**src/rtl/tdm_demux1_4.sv**
```systemverilog
// tdm_demux1_4: receive end of the 4:1 slot multiplexer link.
// This module splits a serial sample stream into four lanes, one per slot.
// Samples for slots 0..2 are first held in staging registers.
// All four lanes are then loaded together on the slot-3 sample,
// so y0..y3 always belong to one complete frame.
// The sync error checks keep the receiver aligned to frame_sync.
module tdm_demux1_4 #(
  parameter int WIDTH = 8,
  parameter int ERR_W = 8
) (
  input  logic             clk,
  input  logic             rst,
  input  logic [WIDTH-1:0] din,
  input  logic             din_valid,
  input  logic             frame_sync,
  output logic [WIDTH-1:0] y0,
  output logic [WIDTH-1:0] y1,
  output logic [WIDTH-1:0] y2,
  output logic [WIDTH-1:0] y3,
  output logic             frame_valid,
  output logic [1:0]       slot,
  output logic             locked,
  output logic             sync_err,
  output logic [ERR_W-1:0] err_count
);

  typedef enum logic {HUNT = 1'b0, LOCKED = 1'b1} state_t;

  state_t           state_q;
  logic [1:0]       slot_q;
  logic [WIDTH-1:0] s0_q, s1_q, s2_q;
  logic [WIDTH-1:0] y0_q, y1_q, y2_q, y3_q;
  logic             frameValid_q;
  logic             syncErr_q;
  logic [ERR_W-1:0] errCount_q;
  logic [ERR_W-1:0] errCount_d;

  // Saturating increment of the error counter; it sticks at all-ones
  always_comb begin
    errCount_d = errCount_q;
    if (errCount_q != {ERR_W{1'b1}}) begin
      errCount_d = errCount_q + {{(ERR_W-1){1'b0}}, 1'b1};
    end
  end

  // Alignment FSM, staging registers and registered lane outputs
  always_ff @(posedge clk) begin
    if (rst) begin
      state_q      <= HUNT;
      slot_q       <= 2'd0;
      s0_q         <= '0;
      s1_q         <= '0;
      s2_q         <= '0;
      y0_q         <= '0;
      y1_q         <= '0;
      y2_q         <= '0;
      y3_q         <= '0;
      frameValid_q <= 1'b0;
      syncErr_q    <= 1'b0;
      errCount_q   <= '0;
    end else begin
      frameValid_q <= 1'b0;
      syncErr_q    <= 1'b0;
      if (din_valid) begin
        case (state_q)
          HUNT: begin
            if (frame_sync) begin
              s0_q    <= din;
              slot_q  <= 2'd1;
              state_q <= LOCKED;
            end
          end
          LOCKED: begin
            if (frame_sync) begin
              // A sync in the middle of a frame discards the partial frame,
              // then the receiver realigns on this sample
              if (slot_q != 2'd0) begin
                syncErr_q  <= 1'b1;
                errCount_q <= errCount_d;
              end
              s0_q   <= din;
              slot_q <= 2'd1;
            end else begin
              case (slot_q)
                2'd0: begin
                  syncErr_q  <= 1'b1;
                  errCount_q <= errCount_d;
                  slot_q     <= 2'd0;
                  state_q    <= HUNT;
                end
                2'd1: begin
                  s1_q   <= din;
                  slot_q <= 2'd2;
                end
                2'd2: begin
                  s2_q   <= din;
                  slot_q <= 2'd3;
                end
                default: begin
                  y0_q         <= s0_q;
                  y1_q         <= s1_q;
                  y2_q         <= s2_q;
                  y3_q         <= din;
                  frameValid_q <= 1'b1;
                  slot_q       <= 2'd0;
                end
              endcase
            end
          end
          default: begin
            state_q <= HUNT;
            slot_q  <= 2'd0;
          end
        endcase
      end
    end
  end

  assign y0          = y0_q;
  assign y1          = y1_q;
  assign y2          = y2_q;
  assign y3          = y3_q;
  assign frame_valid = frameValid_q;
  assign slot        = slot_q;
  assign locked      = (state_q == LOCKED);
  assign sync_err    = syncErr_q;
  assign err_count   = errCount_q;

endmodule

```
**config.mk**
```make
export PLATFORM = sky130hd
export DESIGN_NAME = tdm_demux1_4
export DESIGN_NICKNAME = d
export VERILOG_FILES = /design/src/rtl/tdm_demux1_4.sv
export SDC_FILE = /design/constraint.sdc
export NUM_CORES = 1
export LEC_CHECK = 0
export BUFFER_PORTS_ARGS = -buffer_cell sky130_fd_sc_hd__buf_2
export CORE_UTILIZATION = 58
export DETAILED_ROUTE_END_ITERATION = 7
export PLACE_DENSITY = 0.91
export SETUP_SLACK_MARGIN = 0.2
export SYNTH_ARGS = -nofsm -noshare
export SYNTH_HDL_FRONTEND = slang
export SYNTH_SLANG_ARGS = --single-unit
```
**constraint.sdc**
```tcl
create_clock -name clk -period 5.28 [get_ports clk]
set_input_delay 0.792 -clock clk [delete_from_list [all_inputs] [get_ports clk]]
set_output_delay 0.792 -clock clk [all_outputs]
set_load 0.005 [all_outputs]
```
## Word-level counts from Yosys, hierarchy flattened

Index checks and enable logic that the tools add are counted.

- Add/sub/neg operators: 1
- Bitwise operators: 4
- Multiplexer cells: 17
- Equal/unequal tests: 5
- Reductions and logical operators: 12

Operators by type and width:

| operator | count |
|---|---|
| $mux 8 | 5 |
| $reduce_and 4->1 | 4 |
| $add 8x1->8 const B | 1 |
| $ne 8x8->1 const B | 1 |
| $pmux 2 s2 | 2 |
| $mux 1 | 7 |
| $reduce_or 3->1 | 2 |
| $mux 2 | 2 |
| $not 1->1 | 4 |
| $reduce_and 2->1 | 2 |
| $reduce_bool 2->1 | 2 |
| $reduce_or 4->1 | 1 |
| $eq 2x1->1 const B | 1 |
| $eq 2x2->1 const B | 1 |
| $logic_not 2->1 | 1 |
| $ne 2x1->1 const B | 1 |
| $ne 2x2->1 const B | 1 |
| $pmux 1 s2 | 1 |

- Input port bits: 12
- Register bits: 69
- Output and inout port bits: 45

## Depth between registers and ports, before layout

- Depth in word-level cells: 4
- Gate-level depth with buffers: 7
- Depth with buffers taken out: 6

## Worst setup path before layout

No wires, ideal clock.

- Path kind: in2reg
- Start point: input frame_sync
- End point: register errCount_q[3], in the netlist err_count[3]
- Stages: 6
- Slack: 3.201 ns
- Library setup time: 0.121 ns
- Arrival time: 1.957 ns
- Buffers on the path: 1
- Cells stage by stage: buf_4 inv_1 ha_1 nand3b_2 a211oi_2 mux2_4

- Word-level cells in the longest chain between the ends: 2

Ends and longest elaborated chain:

| what | RTL line | text |
|---|---|---|
| start, declared | 15 | `input logic frame_sync,` |
| $ne 2x1->1 (no line) or $reduce_bool 2->1 (tied branches) | n/a |  |
| $reduce_and 4->1 (no line) | n/a |  |
| end signal, assigned | 79 | `errCount_q <= errCount_d;` |
| end signal, assigned | 87 | `errCount_q <= errCount_d;` |
| end, declared | 35 | `logic [ERR_W-1:0] errCount_q;` |

Several ways; a longest one is shown, not always the timed one.
A chain may end at the register's enable or synchronous reset.

## Worst setup path in the final report

- Start point: input din_valid
- End point: register y3_q[3], in the netlist y3[3]

- Word-level cells in the longest chain between the ends: 1

Ends and longest elaborated chain:

| what | RTL line | text |
|---|---|---|
| start, declared | 14 | `input logic din_valid,` |
| $reduce_and 4->1 (no line) | n/a |  |
| end signal, assigned | 103 | `y3_q <= din;` |
| end, declared | 32 | `logic [WIDTH-1:0] y0_q, y1_q, y2_q, y3_q;` |

Every way passes these cells.

==> impl_summary.txt <==
----------------------------------------------------
[Logic synthesis]
  Dominant cell type by area after synthesis ... dfxtp_1
  Number of distinct standard cells referenced by the synthesized netlist ... 33
  Leading post-synthesis cells by instance count ... nand2_1, dfxtp_1, a21oi_1
  Prevailing post-synth register cell ... dfxtp_1
  Proportion of register bits with asynchronous set or reset after synthesis ... 0%
  Netlist Area Pre-Place ... approximately 2800 um^2
  Net Count, Synth ... 344
  Share of the yosys chip area belonging to registers ... 49.9%
  Cell types with the largest area share after synthesis ... dfxtp_1, nand2_1, a21oi_1
  Flip-flop and latch count after synthesis ... 69
  Synth warnings ... 0
  Number of enable-type register cells in the synthesized netlist ... 0
  Share of Yosys cell area claimed by the top area cell type ... 49.9%
  Post-synthesis area per instance ... ~8.5 um^2
  Most common cell in the netlist ... nand2_1
  Post-synthesis instance total ... 326

[Cells and area]
  # diodes ... 0
  Number of nets in the finished design ... 389
  Share of cells above drive strength 1 ... a little over a fifth
  Number of filler instances in the final layout ... 380
  Post-route design area ... 3130 um^2
  Synth-to-layout area growth ... 13.2%
  Final standard cell utilization of the core ... 70.0%
  Fin cells ... between 400 and 500

[Run]
  Count of maximum capacitance violations ... 0

[Pwr]
  Combinational share of power ... between 4 and 5%
  Sequential share of power ... between 50% and 60%
  Pwr Total ... 0.958 mW
  Power density relative to cell area ... around 310 nW/um^2
  Peak supply drop ... approximately 0.21 mV
  Switching share of power ... 23.3%
  Power share of the clock group ... 40.4%
  Leakage dissipation ... 1.28 nW
  Power Internal ... ~0.74 mW
  Net Switching ... 0.223 mW

[Place]
  Total placed cells including tap cells ... 412
  GP Congestion ... 0.779
  Placed wire-length estimate ... 3820 um
  Post-DP Area ... between 2000 and 3000 um^2
  I/O Buffers ... 56

[Clocking]
  Clock transition at the registers of the reported paths ... 70 ps
  Count of cells resized by post-cts repair ... 0
  Post CTS Setup Buffer Count ... 0
  TritonCTS Buffers ... 9
  Clock sinks ... 69
  Insertion delay of the later-clocked pin in the worst-skew pair ... roughly 350 ps
  Hold-fix buffer count after cts ... 0
  Max clock buf depth ... 2
  H-tree levels ... 3
  CTS tree ... built
  Cell at the root of the clock tree ... clkbuf_8

[Route]
  Remaining design rule violation count ... 0
  Detail-routed via count per cell ... 5.43
  Overall via count from detail_route ... 2,323
  First-pass detailed-route iteration total ... 6
  Sum of routed wire length over all layers ... between 5000 and 6000 um
  Remaining number of nets flagged by the antenna check after routing ... 0
  Initial drt markers ... 212
  Routed WL per cell ... 13.3 um

[Hold path]
  Min-delay src ... y0[0]
  Type of the worst min-delay path ... reg -> reg
  Worst hold path stage count ... 2
  Hold path endpoint ... y0[0]

[Die]
  Vert. Die Dim ... about 70 um
  Cell Rows ... 24
  Placeable core region ... approximately 4500 um^2
  Area of the die ... roughly 5000 um^2
  I/O pin cnt ... 57
  Chip Width ... 71.1 um
  Initial standard-cell utilization of the core ... 61.8%

[STA]
  Transition time at the pin with the least slew margin ... between 1000 and 1500 ps
  Accumulated negative setup slack ... 0 ps
  Final setup fails ... 0
  Fmax ... 494 MHz
  Fraction of the cycle the final worst path needs ... 38.3%
  Maximum clock skew at final layout ... 5.85 ps
  Total count of max-transition violations in the final report ... 0
  RSZ-0062 raised after global routing ... false
  Tmin final ... 2020 ps
  Hold Vio Cnt, Final ... 0
  Max transition margin ... between 30% and 40%

[Setup path]
  Data required time at the worst endpoint ... roughly 5600 ps
  Kind of start point of the critical path ... primary input
  Endpoint of the most critical register-to-register path ... y3[3]
  Class of the most critical setup path ... in -> reg
  Data arrival time at the worst-slack endpoint ... 2290 ps
  Type of destination of the critical path ... register
  Source of the worst register-to-register timing path ... locked
  Worst-case reg-to-reg path depth ... 3
  Worst reg-to-reg setup slack ... between 3000 and 4000 ps
  Highest net fanout along the worst path ... 32

[GRT]
  Remaining global-route overflow ... 0
  First-pass GRT wire length ... 9620 um
  Number of antenna violations at the first check in global routing ... 0
  GRT Total Usage ... 25.0%
  Vias in the first global route ... 2,067
  Maximum number of pins on one net before global-route repair ... 73

[Status]
  Run status ... complete, no violations

----------------------------------------------------
## logic make-up after synthesis
logic type	Yosys count	synth area share [%]
and+or+nand+nor	149	23.9
AOI/OAI and AO/OA	72	15.4
DFF	69	49.9
buffers and inverters	27	6.60
adders and majority gates	6	2.71
muxes	3	1.45
## worst max-delay path, cell delays in order
cell and delay [ps]:
buf_2 220, and4b_1 930, nand2_1 160, a21oi_1 190
## cell type report
cell class	count	area [um^2]	area share [%]
Multi-Input combinational cell	230	1200	38.4
Timing Repair Buffer	57	288	9.19
Sequential cell	69	1380	44.1
Clock buffer	13	159	5.08
Tap cell	52	65.1	2.08
Inverter	4	15.0	0.480
Clock inverter	3	20.0	0.639
## flip-flops by register name (all words and copies together), names as in the netlist
register	flops
locked	1
err_count	8
s0_q	8
frame_valid	1
s2_q	8
y0	8
y1	8
y2	8
sync_err	1
y3	8
slot	2
s1_q	8
## stage by stage
| step | worst slack [ps] | hold slack [ps] |
|---|---|---|
| 2_1_floorplan | 3200 | 432 |
| 3_5_place_dp | 2900 | 443 |
| 3_3_place_gp | 2970 | 439 |
| 6_report | 3260 | 452 |
| 4_1_cts | 3240 | 453 |
| 5_1_grt | 2990 | 464 |
## cells in the final DEF (no fill, tap or decap)
| master | count |
|---|---|
| dfxtp_1 | 69 |
| nand4b_1 | 2 |
| and2_1 | 4 |
| clkbuf_8 | 11 |
| a31oi_1 | 3 |
| nand3b_2 | 1 |
| mux2i_1 | 1 |
| and3_1 | 2 |
| a211oi_2 | 3 |
| a21oi_2 | 1 |
| nand2b_1 | 2 |
| nand4b_2 | 1 |
| inv_1 | 4 |
| clkbuf_1 | 2 |
| nor2_1 | 9 |
| a41oi_1 | 1 |
| and4b_1 | 4 |
| a311oi_2 | 1 |
| and4_4 | 1 |
| buf_4 | 1 |
| o32ai_1 | 2 |
| clkinvlp_4 | 2 |
| and3b_1 | 1 |
| nor2b_1 | 5 |
| ha_1 | 6 |
| o21a_1 | 1 |
| nand2_1 | 115 |
| clkinv_2 | 1 |
| mux2_4 | 2 |
| a41o_1 | 2 |
| nand3_1 | 2 |
| a21oi_1 | 57 |
| o21bai_1 | 1 |
| buf_2 | 56 |
## power by group through the flow
stage	clock network (mW)	logic [mW]	registers, mW
floorplan	0	0.0297	0.540
global placement	0	0.0387	0.542
detailed placement	0	0.0399	0.542
CTS	0.392	0.0401	0.530
global route	0.418	0.0441	0.531
finish	0.388	0.0406	0.530
## routing by layer
layer	global-route usage (%)	share of wire, %	routed length [um]
met1	31.3	44	2520
met2	39.9	47	2690
met3	9.12	7.1	408
met4	9.11	1.7	95
met5	0	0	0
## how the worst max path moves through the flow
stage               startpoint           end  cells past startpoint
floorplan           frame_sync  err_count[3]                      6
global placement     din_valid         y3[3]                      4
detailed placement   din_valid         y3[6]                      4
CTS                  din_valid         y3[3]                      4
global route            locked         y1[5]                      3
finish               din_valid         y3[3]                      4
Note: power is estimated with default switching activity, not from simulation.
